`src/rtl/demux8_1_tdm.sv`:
```
// Receiving end of a scanned 8:1 TDM link: after SYNC, steps a 3-bit slot index every DWELL cycles
// and latches the serial bit at the end of each slot into its parallel output; all outputs registered.
module demux8_1_tdm #(
  parameter int unsigned DWELL = 20
) (
  input  logic       clk,
  input  logic       rst_n,
  input  logic       EN,
  input  logic       SYNC,
  input  logic       D,
  output logic [7:0] O,
  output logic [2:0] S,
  output logic       FRAME,
  output logic       VALID
);

  localparam int unsigned CW = (DWELL > 1) ? $clog2(DWELL) : 1;
  localparam logic [CW-1:0] CNT_LAST = CW'(DWELL - 1);

  typedef enum logic {
    IDLE,
    RUN
  } state_t;

  state_t        state_q;
  logic [CW-1:0] cnt_q;
  logic [2:0]    s_q;
  logic [7:0]    o_q;
  logic          frame_q;
  logic          valid_q;

  always_ff @(posedge clk or negedge rst_n) begin
    if (!rst_n) begin
      state_q <= IDLE;
      cnt_q   <= '0;
      s_q     <= 3'd0;
      o_q     <= 8'h00;
      frame_q <= 1'b0;
      valid_q <= 1'b0;
    end else if (!EN) begin
      state_q <= IDLE;
      cnt_q   <= '0;
      s_q     <= 3'd0;
      frame_q <= 1'b0;
      valid_q <= 1'b0;
    end else if (SYNC) begin
      // Start or restart of a frame; the slot in flight is discarded.
      state_q <= RUN;
      cnt_q   <= '0;
      s_q     <= 3'd0;
      frame_q <= 1'b0;
      valid_q <= 1'b0;
    end else if (state_q == RUN) begin
      frame_q <= 1'b0;
      if (cnt_q == CNT_LAST) begin
        o_q[s_q] <= D;
        cnt_q    <= '0;
        s_q      <= s_q + 3'd1;
        if (s_q == 3'd7) begin
          frame_q <= 1'b1;
          valid_q <= 1'b1;
        end
      end else begin
        cnt_q <= cnt_q + CW'(1);
      end
    end else begin
      frame_q <= 1'b0;
    end
  end

  assign O     = o_q;
  assign S     = s_q;
  assign FRAME = frame_q;
  assign VALID = valid_q;

endmodule

```
`config.mk`:
```
export PLATFORM = sky130hd
export DESIGN_NAME = demux8_1_tdm
export DESIGN_NICKNAME = d
export VERILOG_FILES = /design/src/rtl/demux8_1_tdm.sv
export SDC_FILE = /design/constraint.sdc
export NUM_CORES = 1
export LEC_CHECK = 0
export CAP_MARGIN = 10
export CELL_PAD_IN_SITES_DETAIL_PLACEMENT = 1
export CELL_PAD_IN_SITES_GLOBAL_PLACEMENT = 1
export CORE_MARGIN = 5
export CORE_UTILIZATION = 42
export CTS_CLUSTER_SIZE = 12
export DETAILED_ROUTE_END_ITERATION = 8
export PLACE_DENSITY_LB_ADDON = 0.1
export SYNTH_ARGS = -nofsm -noshare
export SYNTH_HDL_FRONTEND = slang
export SYNTH_SLANG_ARGS = --single-unit
export TNS_END_PERCENT = 100
```
`constraint.sdc`:
```
create_clock -name clk -period 2.46 [get_ports clk]
set_clock_uncertainty 0.15 [all_clocks]
set_input_delay 0.492 -clock clk [delete_from_list [all_inputs] [get_ports clk]]
set_output_delay 0.492 -clock clk [all_outputs]
set_load 0.01 [all_outputs]
```
# Word-level counts from Yosys, hierarchy flattened
# Index checks and enable logic that the tools add are counted.
# Widths: inputs -> output; s select.
# totals
ff_bits,19
inputBits,5
output_inout_bits,13
wordCells,44
# classes
addsub,2
magnitude_cmp,2
n_eq_ne,6
n_mux,23
n_bitwise,1
n_reduce_logical,4
# ops
cell,count
$mux 5,4
$mux 1,13
$mux 3,4
$ne 3x1->1 const B,3
$bwmux 8,1
$add 5x1->5 const B,1
$eq 5x5->1 const B,1
$lt 3x4->1 const B,1
$reduce_and 4->1,1
$add 3x1->3 const B,1
$demux 1 s3,1
$eq 3x3->1 const B,1
$ge 3x1->1 const B,1
$reduce_and 3->1,1
$ne 2x1->1 const B,1
$reduce_and 2->1,1
$logic_and 1x1->1,1
$not 1->1,1

# Logic depth before layout (Yosys ltp)
# logic_depth
word_depth,6
mapped_depth,5
ltp_nobuf,4

# Worst setup path before layout
# OpenSTA, ideal clock, no wires.
# synth_timing
path_type,register -> register
startpoint,register cnt_q[0]
endpoint,register o_q[0] (netlist: O[0])
setup_ns,0.127
t_arrival_ns,1.325
slack_ns,0.857
path_stages_with_launch,6
n_path_buf,1
synth_period_minus_slack_ns,1.603
cell_sequence,dfrtp_1 -> ha_1 -> and4bb_1 -> buf_6 -> nand3_1 -> mux2_1
# synth_via
elab_chain_len,2
# synth_lines
item,line_no,text
start: declaration,26,logic [CW-1:0] cnt_q;
start signal: assignment,64,cnt_q <= cnt_q + CW'(1);
$eq 5x5->1,55,if (cnt_q == CNT_LAST) begin
$reduce_and 4->1 (no source line),n/a,
end signal: assignment,37,o_q <= 8'h00;
end signal: indexed assignment,56,o_q[s_q] <= D;
end: declaration,28,logic [7:0] o_q;
# Every way passes these cells.
# A chain may end at the register's enable or synchronous reset.

# Worst setup path in the final report
# layout_timing
startpoint,register s_q[1] (netlist: S[1])
endpoint,output port S[1]
# layout_lines
item,line_no,text
start: declaration,27,logic [2:0] s_q;
start signal: assignment,58,s_q <= s_q + 3'd1;
end: declaration,12,"output logic [2:0] S,"
# No word-level cell between the ends.

==> impl_metrics.env <==
export IMPL_outcome="completed"
export IMPL_postSynthAreaPerCell_um2=11.2
export IMPL_mostFrequentLayoutCell="sky130_fd_sc_hd__dfrtp_1"
export IMPL_power_per_cell_area_mw_per_mm2=437
export IMPL_post_cts_setup_buffers=0
export IMPL_avgRoutedWirePerCell_um=15.5
export IMPL_die_h_um=57.3
export IMPL_via_per_inst=5.47
export IMPL_max_slew_margin_rel=0.716
export IMPL_gr_usage_met2=0.235
export IMPL_synth_net_count=92
export IMPL_chipWidth_um=57.3
export IMPL_yosys_warnings=0
export IMPL_tightest_hold_check_type="in2async"
export IMPL_ys_top_cells_by_area="sky130_fd_sc_hd__dfrtp_1 (51%), sky130_fd_sc_hd__mux2_1 (7.2%), sky130_fd_sc_hd__nand3_1 (4.8%)"
export IMPL_synth_cells=84
export IMPL_clockRootBuffer="sky130_fd_sc_hd__clkbuf_4"
export IMPL_num_rows=17
export IMPL_leakage_nw=0.519
export IMPL_timing_final_crit_period_ps=2050
export IMPL_cts_htree_levels=1
export IMPL_post_route_drc_count=0
export IMPL_setup_worst_path_end_class="output port"
export IMPL_grt_met1_usage=0.174
export IMPL_hpwlAfterDp_um=1500
export IMPL_drv_max_cap_violation_count=0
export IMPL_syn_to_final_growth_pct=23.4
export IMPL_synth_seq_area_share=0.506
export IMPL_finalSetupTns_ps=0
export IMPL_fmax_ghz=0.489
export IMPL_grtUsageTotal=0.137
export IMPL_min_period_over_period=0.832
export IMPL_path_buf_inv=1
export IMPL_final_antenna_net_count=0
export IMPL_buffer_levels_on_the_longest_clock_path=2
export IMPL_ys_seq_elements=19
export IMPL_grt_max_degree=20
export IMPL_nets=112
export IMPL_grt_met3_usage=0.0294
export IMPL_antenna_cells=0
export IMPL_finalHoldViolations=0
export IMPL_combined_area_of_the_multi_input_logic_cells_um2=437
export IMPL_startpoint_type="flip-flop"
export IMPL_tritoncts="done"
export IMPL_list_of_cells_traversed_by_the_critical_path="clkdlybuf4s50_1"
export IMPL_setup_violations=0
export IMPL_mostFrequentLayoutCells="sky130_fd_sc_hd__dfrtp_1 (19), sky130_fd_sc_hd__clkdlybuf4s50_1 (17), sky130_fd_sc_hd__nand3_1 (9)"
export IMPL_grt_first_pass_wirelength_um=3550
export IMPL_num_io_pins=18
export IMPL_vias=716
export IMPL_ys_types=29
export IMPL_cp_top_family="buffers and inverters"
export IMPL_cts_made_buffers=3
export IMPL_timing_critical_path_arrival_ps=1400
export IMPL_drtIter0Drc=7
export IMPL_grt_pass1_vias=731
export IMPL_number_of_antenna_violations_at_the_first_check_in_global_routing=0
export IMPL_totalWireLength_um=2020
export IMPL_timing_critical_path_slowest_stage_cell="sky130_fd_sc_hd__clkdlybuf4s50_1"
export IMPL_finalPower_mw=0.507
export IMPL_gr_max_usage_layer="met2"
export IMPL_number_of_buffers_inserted_for_hold_repair_after_clock_tree_synthesis=0
export IMPL_tightestPinTransition_ps=420
export IMPL_floorplan_die_area_mm2=0.00328
export IMPL_peak_supply_drop_mv=0.292
export IMPL_insertion_delay_ps=300
export IMPL_register_area_um2=475
export IMPL_fp_coreArea_mm2=0.00217
export IMPL_gp_routability_congestion=0.744
export IMPL_initial_utilization=0.433
export IMPL_critPathMaxFanout=8
export IMPL_setup_repair_after_global_routing_missed_its_margin="no"
export IMPL_library_cell_with_the_largest_summed_area_after_synthesis="sky130_fd_sc_hd__dfrtp_1"
export IMPL_grt_overflow_total=0
export IMPL_ctsResizeCount=0
export IMPL_finalCoreUtilization=0.535
export IMPL_clk_pin_slew_ps=120
export IMPL_number_of_detailed_routing_iterations_run_before_antenna_repair=4
export IMPL_setup_worst_path_class="reg2out"
export IMPL_drive_gt1_frac=0.0777
export IMPL_timing_critical_path_slowest_cell_delay_ps=590
export IMPL_mappedNetlistArea_um2=940
export IMPL_port_buffers=17
export IMPL_critPathRequiredTime_ps=1820
export IMPL_cts_num_sinks=19
export IMPL_final_max_slew_violation_count=0
export IMPL_synth_largest_type_area_fraction=0.506
export IMPL_fill_cells=246
-- flip-flops by register name, indices dropped and copies added, names as in the netlist --
register,count
state_q,1
O,8
VALID,1
S,3
cnt_q,5
FRAME,1
-- stage by stage --
stage                     std cells  instance area (um^2)  hold WS [ps]  worst slack (ps)
after global placement          127                  1130           326               296
after floorplan                  84                   940          46.4               857
after CTS                       131                  1160           359               407
after detailed placement        127                  1130           335               213
after global routing            131                  1160           386               349
final                           131                  1160           357               414
-- per-layer routing --
metal | wire length [um] | part of all wire
met3 | 69 | 0.034
met1 | 869 | 0.43
met5 | 0 | 0
met2 | 1070 | 0.53
met4 | 17 | 0.0084
-- cell usage after synthesis --
library cell                 n
sky130_fd_sc_hd__nor2_1      4
sky130_fd_sc_hd__nand2_1     2
sky130_fd_sc_hd__xor2_1      1
sky130_fd_sc_hd__nand4bb_1   1
sky130_fd_sc_hd__nor2b_1     5
sky130_fd_sc_hd__buf_2       1
sky130_fd_sc_hd__mux2i_1     1
sky130_fd_sc_hd__mux2_4      1
sky130_fd_sc_hd__buf_6       1
sky130_fd_sc_hd__nor3b_1     1
sky130_fd_sc_hd__nand2b_1    1
sky130_fd_sc_hd__nor4b_1     1
sky130_fd_sc_hd__and4bb_1    1
sky130_fd_sc_hd__nor4bb_1    1
sky130_fd_sc_hd__dfrtp_1    19
sky130_fd_sc_hd__inv_1       2
sky130_fd_sc_hd__and4b_1     2
sky130_fd_sc_hd__o21a_1      1
sky130_fd_sc_hd__a21oi_1     7
sky130_fd_sc_hd__and2_1      1
sky130_fd_sc_hd__or3_1       2
sky130_fd_sc_hd__nand3_1     9
sky130_fd_sc_hd__ha_1        3
sky130_fd_sc_hd__nand4_2     1
sky130_fd_sc_hd__clkbuf_1    1
sky130_fd_sc_hd__nand4_1     2
sky130_fd_sc_hd__o21ai_0     5
sky130_fd_sc_hd__mux2_2      1
sky130_fd_sc_hd__mux2_1      6
-- kinds of logic (layout without fill, tap and decap cells) --
group	count (synthesis)	count (layout)	share of synthesized area
xor+xnor	1	1	0.00932
buf+inv	5	24	0.0293
compound gates	13	13	0.0719
flops	19	19	0.506
simple gates	34	34	0.233
mux	9	9	0.111
fa+ha+maj	3	3	0.0400
-- path summary, 6_finish.rpt --
check,slack (ps),depth (start not counted),startpoint,end
min reg2reg,360,1,O[4],O[4]
max reg2reg,580,4,cnt_q[0],O[0]
max,410,1,S[1],S[1]
min,360,2,rst_n,VALID
min in group clk,360,1,O[4],O[4]
max in group asynchronous,1590,2,rst_n,O[0]
-- where the power goes --
group	switching (mW)	internal, mW
registers	0.00492	0.314
clock network	0.0966	0.0604
logic	0.0180	0.0125
-- area by class of cell --
type | instances | share of cell area
clock buffers | 3 | 0.0194
clock inverters | 1 | 0.00432
inverters | 2 | 0.00647
multi-input cells | 60 | 0.376
flip-flops and latches | 19 | 0.410
well taps | 28 | 0.0302
repair buffers | 18 | 0.153
No activity file was read; power rests on OpenSTA's default activity.
